`src/rtl/neuron_mac.sv`:
```
// rtl/neuron_mac.sv - single-neuron multiply-accumulate with bias, rescale and clamp
// Optional NEURON_SAT_EN: saturate the result instead of wrapping it to sumWidth bits.
module neuron_mac #(
    parameter int numWeights   = 256,
    parameter int addressWidth = 8,
    parameter int dataWidth    = 6,
    parameter int sumWidth     = 10,
    parameter int shiftBits    = 0
) (
    input  logic                    clk,
    input  logic                    rst,
    input  logic                    start,
    output logic                    busy,
    input  logic                    inValid,
    output logic                    inReady,
    input  logic [dataWidth-1:0]    inData,
    output logic                    weightReadEn,
    output logic [addressWidth-1:0] weightAddr,
    input  logic [dataWidth-1:0]    weightData,
    input  logic [sumWidth-1:0]     bias,
    output logic                    outValid,
    output logic [sumWidth-1:0]     sumOut
);
    localparam int PROD_W = 2 * dataWidth + 1;
    localparam int ACC_W  = 2 * dataWidth + addressWidth + 2;
    localparam logic [addressWidth-1:0] LAST_IDX = addressWidth'(numWeights - 1);

    typedef enum logic [2:0] {
        IDLE,
        PREFETCH,
        ACCUM,
        BIAS,
        OUT
    } state_t;

    state_t                   state;
    state_t                   state_next;
    logic [addressWidth-1:0]  idx;
    logic signed [ACC_W-1:0]  acc;
    logic [sumWidth-1:0]      sum_q;
    logic                     out_valid_q;
    logic                     accept;
    logic                     last_accept;
    logic signed [PROD_W-1:0] prod;
    logic signed [ACC_W-1:0]  prod_ext;
    logic signed [ACC_W-1:0]  bias_ext;
    logic [sumWidth-1:0]      sum_next;

    assign accept      = (state == ACCUM) && inValid;
    assign last_accept = accept && (idx == LAST_IDX);

    // Activation is unsigned, so widen it with a zero sign bit before the signed multiply.
    assign prod     = $signed({1'b0, inData}) * $signed(weightData);
    assign prod_ext = {{(ACC_W - PROD_W){prod[PROD_W-1]}}, prod};
    assign bias_ext = {{(ACC_W - sumWidth){bias[sumWidth-1]}}, bias};

`ifdef NEURON_SAT_EN
    localparam logic signed [ACC_W-1:0] SUM_MAX =
        {{(ACC_W - sumWidth + 1){1'b0}}, {(sumWidth - 1){1'b1}}};
    localparam logic signed [ACC_W-1:0] SUM_MIN =
        {{(ACC_W - sumWidth + 1){1'b1}}, {(sumWidth - 1){1'b0}}};

    logic signed [ACC_W-1:0] shifted;
    assign shifted = acc >>> shiftBits;

    always_comb begin
        sum_next = shifted[sumWidth-1:0];
        if (shifted > SUM_MAX) begin
            sum_next = SUM_MAX[sumWidth-1:0];
        end else if (shifted < SUM_MIN) begin
            sum_next = SUM_MIN[sumWidth-1:0];
        end
    end
`else
    assign sum_next = sumWidth'(acc >>> shiftBits);
`endif

    always_comb begin
        state_next   = state;
        busy         = 1'b1;
        inReady      = 1'b0;
        weightReadEn = 1'b0;
        weightAddr   = '0;
        case (state)
            IDLE: begin
                busy = 1'b0;
                if (start) begin
                    state_next = PREFETCH;
                end
            end
            PREFETCH: begin
                weightReadEn = 1'b1;
                state_next   = ACCUM;
            end
            ACCUM: begin
                inReady = 1'b1;
                // Address the next weight now so it lands in time for a back-to-back accept.
                if (last_accept) begin
                    weightAddr = idx;
                    state_next = BIAS;
                end else begin
                    weightReadEn = 1'b1;
                    weightAddr   = idx + {{(addressWidth - 1){1'b0}}, accept};
                end
            end
            BIAS:    state_next = OUT;
            OUT:     state_next = IDLE;
            default: state_next = IDLE;
        endcase
    end

    always_ff @(posedge clk or posedge rst) begin
        if (rst) begin
            state       <= IDLE;
            idx         <= '0;
            acc         <= '0;
            sum_q       <= '0;
            out_valid_q <= 1'b0;
        end else begin
            state       <= state_next;
            out_valid_q <= 1'b0;
            case (state)
                IDLE: begin
                    if (start) begin
                        acc <= '0;
                        idx <= '0;
                    end
                end
                ACCUM: begin
                    if (accept) begin
                        acc <= acc + prod_ext;
                        idx <= idx + 1'b1;
                    end
                end
                BIAS: acc <= acc + bias_ext;
                OUT: begin
                    sum_q       <= sum_next;
                    out_valid_q <= 1'b1;
                end
                default: ;
            endcase
        end
    end

    assign outValid = out_valid_q;
    assign sumOut   = sum_q;

endmodule

```
`config.mk`:
```
export PLATFORM = sky130hd
export DESIGN_NAME = neuron_mac
export DESIGN_NICKNAME = d
export VERILOG_FILES = /design/src/rtl/neuron_mac.sv
export SDC_FILE = /design/constraint.sdc
export NUM_CORES = 1
export LEC_CHECK = 0
export CAP_MARGIN = 10
export CORE_UTILIZATION = 35
export DETAILED_ROUTE_END_ITERATION = 8
export PLACE_DENSITY = 0.56
export SYNTH_ARGS = -nofsm -noshare
export SYNTH_HDL_FRONTEND = slang
export SYNTH_SLANG_ARGS = --single-unit
```
`constraint.sdc`:
```
create_clock -name clk -period 4.37 [get_ports clk]
set_input_delay 1.311 -clock clk [delete_from_list [all_inputs] [get_ports clk]]
set_output_delay 1.311 -clock clk [all_outputs]
set_load 0.005 [all_outputs]
```
==> qor.txt, run 1 <==
========================================================================================
Die Wd                                                                            100 um
Type of destination of the critical path                                        register
Fmax achieved                                                                  0.212 GHz
Number of search-and-repair iterations in the first detailed-routing pass              4
Most used DFF post-synth                                                    sky130_fd_sc_hd__dfrtp_1
Core region area                                                                9280 um2
Status                                                                      complete, but fails checks
Worst EP required                                                                4540 ps
Synth top area share                                                               0.238
Buffers on Ports                                                                      47
Min-Delay Path Class                                                        register to register
Count of routing violations after the opening detailed-route iteration                68
Leftover overflow at the end of global routing                                         0
Inserted Diodes                                                                        0
Height of the die                                                                 100 um
Worst Hold End                                                                 sumOut[1]
Number of antenna violations at the first check in global routing                      0
Post-layout utilization of the core                                                0.488
Clock-pin slew of the registers on the worst-case setup and hold paths             70 ps
Worst setup slack after layout                                                   -344 ps
Worst setup path category                                                   input port to register
Worst slew margin relative to its limit                                            0.459
Synthesized area per cell                                                       9.17 um2
Power, Total                                                                     3.08 mW
Maximum fanout encountered on the critical timing path                                 4
Overall routing resource usage                                                     0.168
P per Cell Area                                                               680 nW/um2
Number of instances in the synthesized netlist                                       367
Area after detailed placement                                                   4240 um2
Worst-Skew Late Latency                                                           280 ps
TritonCTS clock tree                                                               built
Count of antenna-violating nets left after detailed routing                            0
Start point of the worst hold path                                             sumOut[1]
CTS max path bufs                                                                      2
Min Clock Period, post-route                                                     4710 ps
Number of rows created at floorplan                                                   35
Worst Hold Path Cells                                                                  1
Maximum number of pins on one net before global-route repair                          33
Leading cell type by number of instances after synthesis                    sky130_fd_sc_hd__inv_1
Worst-Margin Slew                                                                 808 ps
Top cells by count, synth                                                   48 x sky130_fd_sc_hd__inv_1, 36 x sky130_fd_sc_hd__ha_1, 32 x sky130_fd_sc_hd__dfrtp_1
Area enclosed by the die boundary                                             10,000 um2
Netlist cell types                                                                    53
DRC violation count after routing                                                      0
Setup violations, final                                                                5
RePlAce Congestion                                                                 0.803
Setup crit start kind                                                         input port
Count of flip-flops with a built-in enable after synthesis                             0
Failing checks                                                              setup timing
Setup clock skew after layout                                                    3.47 ps
Leakage                                                                          2.16 nW
Share of synthesized flip-flops with an asynchronous set or reset                   1.00
TritonCTS buffer count                                                                 5
Final hold vios                                                                        0
Top-level I/O count                                                                   48
First-pass GRT wire length                                                     13,400 um
Instance count after placement with tap cells included                               565
Worst reg2reg startpoint                                                          acc[5]
Count of filler cells inserted in the layout                                         916
Cell accounting for the most synthesized area                               sky130_fd_sc_hd__dfrtp_1
Total number of yosys warnings                                                         0
Sequential-to-total area share from yosys stat                                     0.238
Unrepaired setup endpoints after global routing                                      yes
Count of hold buffers inserted by post-cts repair                                      0
Accumulated negative setup slack                                                -1010 ps
Number of cells in the finished layout apart from fillers                            579
Worst setup timing slack at the placement stage                                 -1120 ps
Peak supply drop                                                                0.333 mV
Capture point of the worst reg-to-reg path                                        acc[9]
Area Overhead vs Synth                                                             34.4%
Synthesized net count                                                                454
Register bit total from synthesis                                                     32
Max-cap viol count                                                                     0
Starting utilization of the core area                                              0.363
H-tree depth reported by CTS                                                           2
Master cell of the clock root buffer                                        sky130_fd_sc_hd__clkbuf_8
Post-detail-place hpwl                                                           6270 um
Ratio of cells with drive above 1 in the final layout                              0.244
Setup slack of the most critical reg-to-reg path                                  950 ps
Number of clock sinks                                                                 32
Fin area                                                                        4530 um2
Vias per inst                                                                       4.78
Count of pins over their slew limit                                                    0
Vias                                                                               2,769
Average routed wire per standard cell                                            13.2 um
Top area cells in the synthesized netlist                                   sky130_fd_sc_hd__dfrtp_1 24%, sky130_fd_sc_hd__fa_1 15%, sky130_fd_sc_hd__ha_1 13%
Via count of the first global-routing pass                                         2,889
Syn Std Cell Area                                                               3370 um2
Crit path DAT                                                                    4880 ps
Layout Nets                                                                          536
Depth of the most critical reg-to-reg path                                            14
Final Hold Slack                                                                  510 ps
Overall routed net length                                                        7630 um
Period utilization                                                                  1.08
========================================================================================
power breakdown:
group	internal (mW)	switching [mW]	total [mW]
Combinational	1.20	1.05	2.25
Clock	0.169	0.109	0.278
Sequential	0.411	0.141	0.551
Total	1.78	1.30	3.08
worst max-delay path, stage by stage:
cell and delay [ps]:
sky130_fd_sc_hd__buf_6 100, sky130_fd_sc_hd__and2_4 150, sky130_fd_sc_hd__fa_1 540, sky130_fd_sc_hd__inv_1 50, sky130_fd_sc_hd__fa_1 480, sky130_fd_sc_hd__inv_1 50
sky130_fd_sc_hd__fa_1 490, sky130_fd_sc_hd__inv_2 40, sky130_fd_sc_hd__fa_1 480, sky130_fd_sc_hd__inv_2 50, sky130_fd_sc_hd__ha_4 230, sky130_fd_sc_hd__and3_4 170
sky130_fd_sc_hd__a2111oi_4 320, sky130_fd_sc_hd__a21oi_1 130, sky130_fd_sc_hd__xnor2_1 160, sky130_fd_sc_hd__nand2_1 80, sky130_fd_sc_hd__nand3_1 70
layout by cell type (no fill, tap or decap), types with 11 or more instances in the layout:
cell type                          n
sky130_fd_sc_hd__and2_1           12
sky130_fd_sc_hd__fa_1             24
sky130_fd_sc_hd__nor2_1           25
sky130_fd_sc_hd__inv_1            42
sky130_fd_sc_hd__mux2_2           11
sky130_fd_sc_hd__a21oi_1          21
sky130_fd_sc_hd__xnor2_1          13
sky130_fd_sc_hd__ha_1             30
sky130_fd_sc_hd__clkdlybuf4s50_1  26
sky130_fd_sc_hd__buf_4            37
sky130_fd_sc_hd__dfrtp_1          32
sky130_fd_sc_hd__nand2_1          27
repair_timing:
item	4_1_cts	5_1_grt
resized for setup	92	17
pin swaps	26	15
setup buffers	4	2
endpoints found under the hold margin	0	0
setup endpoints to repair	15	7
area by class of cell:
type / count / area, um2 / share of cell area
Clock buffer: 6 / 72.6 / 0.0160
Clock inverter: 2 / 35.0 / 0.00774
Inverter: 49 / 188 / 0.0415
Multi-Input combinational cell: 277 / 2520 / 0.556
Sequential cell: 32 / 801 / 0.177
Tap cell: 129 / 161 / 0.0357
Timing Repair Buffer: 84 / 753 / 0.166
metal layers:
layer  up-vias  GRT usage  routed length, um
met1      1305      0.204               3390
li1       1401          -                  -
met4         0     0.0457                102
met3        10     0.0230                285
met5         -          0                  0
met2        53      0.311               3860
cells by family after synthesis:
family          Yosys count  share of synthesized area
simple gates            113                      0.175
buf+inv                  58                     0.0695
fa+ha+maj                61                      0.282
compound gates           67                      0.130
flops                    32                      0.238
mux                      11                     0.0368
xor+xnor                 25                     0.0691
state kept, by name (all words and copies together), names as in the netlist:
| name | count |
|---|---|
| acc | 10 |
| idx | 8 |
| outValid | 1 |
| state | 3 |
| sumOut | 10 |
how the worst max path moves through the flow:
| stage | from | endpoint | slack [ps] |
|---|---|---|---|
| after floorplan | weightData[0] | acc[9] | -380 |
| after global placement | weightData[1] | acc[9] | -1060 |
| after detailed placement | weightData[3] | acc[9] | -1120 |
| after CTS | inData[5] | acc[9] | -340 |
| after global routing | weightData[4] | acc[9] | -480 |
| final | inData[5] | acc[9] | -340 |
Note: power is estimated with default switching activity, not from simulation.
==> run 2: changes to the inputs <==
--- a/config.mk
+++ b/config.mk
@@ -8,7 +8,7 @@
 export CAP_MARGIN = 10
 export CORE_UTILIZATION = 35
 export DETAILED_ROUTE_END_ITERATION = 8
-export PLACE_DENSITY = 0.56
+export PLACE_DENSITY = 0.53
 export SYNTH_ARGS = -nofsm -noshare
 export SYNTH_HDL_FRONTEND = slang
 export SYNTH_SLANG_ARGS = --single-unit
==> qor.txt, run 2 (same netlist as run 1, synthesis figures left out) <==
========================================================================================
Peak supply drop                                                                0.334 mV
Setup clock skew after layout                                                    9.32 ps
Layout Nets                                                                          533
Number of search-and-repair iterations in the first detailed-routing pass              4
Core region area                                                                9280 um2
Vias                                                                               2,768
Most frequent cells in the layout                                           43 x sky130_fd_sc_hd__inv_1, 34 x sky130_fd_sc_hd__buf_4, 32 x sky130_fd_sc_hd__dfrtp_1
Final Hold Slack                                                                  509 ps
Worst Hold End                                                                 sumOut[1]
Failing checks                                                              setup timing
Height of the die                                                                 100 um
Worst setup path category                                                   input port to register
Worst EP required                                                                4530 ps
Type of destination of the critical path                                        register
CTS max path bufs                                                                      2
Final hold vios                                                                        0
Count of antenna-violating nets left after detailed routing                            0
Average routed wire per standard cell                                            13.8 um
Crit path DAT                                                                    4830 ps
Top-level I/O count                                                                   48
Die Wd                                                                            100 um
Count of pins over their slew limit                                                    0
Count of routing violations after the opening detailed-route iteration                88
Setup crit start kind                                                         input port
Worst setup slack after layout                                                   -297 ps
Worst reg2reg startpoint                                                          acc[5]
Start point of the worst hold path                                             sumOut[1]
Leakage                                                                          2.14 nW
Capture point of the worst reg-to-reg path                                        acc[9]
Min Clock Period, post-route                                                     4670 ps
Area enclosed by the die boundary                                             10,000 um2
Master cell of the clock root buffer                                        sky130_fd_sc_hd__clkbuf_8
Setup violations, final                                                                4
Post-detail-place hpwl                                                           6270 um
Overall routing resource usage                                                     0.171
Unrepaired setup endpoints after global routing                                      yes
Inserted Diodes                                                                        0
Most frequent standard cell in the layout excluding fill and tap cells      sky130_fd_sc_hd__inv_1
First-pass GRT wire length                                                     13,400 um
Status                                                                      complete, but fails checks
Number of antenna violations at the first check in global routing                      0
TritonCTS buffer count                                                                 5
Period utilization                                                                  1.07
Count of hold buffers inserted by post-cts repair                                      0
Setup slack of the most critical reg-to-reg path                                 1000 ps
Maximum number of pins on one net before global-route repair                          33
Buffers on Ports                                                                      47
Fmax achieved                                                                  0.214 GHz
Instance count after placement with tap cells included                               565
P per Cell Area                                                               678 nW/um2
Ratio of cells with drive above 1 in the final layout                              0.233
Number of clock sinks                                                                 32
Vias per inst                                                                       4.81
Worst Hold Path Cells                                                                  1
Number of cells in the finished layout apart from fillers                            575
Worst-Margin Slew                                                                 796 ps
Worst slew margin relative to its limit                                            0.467
TritonCTS clock tree                                                               built
Max-cap viol count                                                                     0
Number of rows created at floorplan                                                   35
Depth of the most critical reg-to-reg path                                            14
Via count of the first global-routing pass                                         2,767
Worst-Skew Late Latency                                                           290 ps
Maximum fanout encountered on the critical timing path                                 5
Starting utilization of the core area                                              0.363
Clock-pin slew of the registers on the worst-case setup and hold paths             70 ps
DRC violation count after routing                                                      0
Area Overhead vs Synth                                                             32.3%
Leftover overflow at the end of global routing                                         0
Overall routed net length                                                        7960 um
Min-Delay Path Class                                                        register to register
H-tree depth reported by CTS                                                           2
Post-layout utilization of the core                                                0.480
RePlAce Congestion                                                                 0.864
========================================================================================
run 2: routing by layer:
metal	vias up	routed length, um	track usage
met5	-	0	0
met4	0	168	0.0635
met3	11	201	0.0195
met2	45	3900	0.295
met1	1325	3690	0.219
li1	1387	-	-
run 2: final cells by class:
class,instances,area (um2)
tap,129,161
fill,905,4830
multi-input combinational,277,2520
sequential,32,801
inverter,49,185
clock buffer,7,96.3
timing repair buffer,81,693
run 2: worst max path at each step:
stage,from,endpoint,slack [ps],cells after the start
2_1_floorplan,weightData[0],acc[9],-380,16
3_3_place_gp,inData[2],acc[9],-1050,16
3_5_place_dp,inData[2],acc[9],-1080,16
4_1_cts,weightData[0],acc[9],-300,17
5_1_grt,inData[0],acc[7],-470,15
6_report,inData[3],acc[9],-300,15
run 2: power breakdown:
group | switching (mW) | internal, mW | total, mW
Clock | 0.114 | 0.140 | 0.255
Sequential | 0.145 | 0.410 | 0.555
Combinational | 1.03 | 1.18 | 2.21
Total | 1.29 | 1.73 | 3.02
run 2: stage by stage:
step                setup slack [ps]  power, mW  area [um2]  TNS, ps
floorplan                       -382       1.96        3420     -914
global placement               -1050       2.54        4240    -6630
detailed placement             -1080       2.57        4240    -6890
CTS                             -296       2.95        4410     -858
global route                    -475       3.36        4450    -1750
finish                          -297       3.02        4450     -981
run 2: timing repair:
item,CTS,global route
gates resized for setup,87,6
buffers inserted,1,2
pin swaps,24,13
setup endpoints to repair,16,6
run 2: worst max-delay path, cell delays in order:
cell and delay, ps:
sky130_fd_sc_hd__buf_2 120, sky130_fd_sc_hd__and2_4 160, sky130_fd_sc_hd__fa_1 570, sky130_fd_sc_hd__fa_1 440, sky130_fd_sc_hd__fa_1 500, sky130_fd_sc_hd__inv_1 50, sky130_fd_sc_hd__fa_1 510, sky130_fd_sc_hd__inv_2 50
sky130_fd_sc_hd__ha_4 220, sky130_fd_sc_hd__and3_4 170, sky130_fd_sc_hd__a2111oi_4 340, sky130_fd_sc_hd__a21oi_2 100, sky130_fd_sc_hd__xnor2_1 140, sky130_fd_sc_hd__nand2_1 60, sky130_fd_sc_hd__nand3_1 80
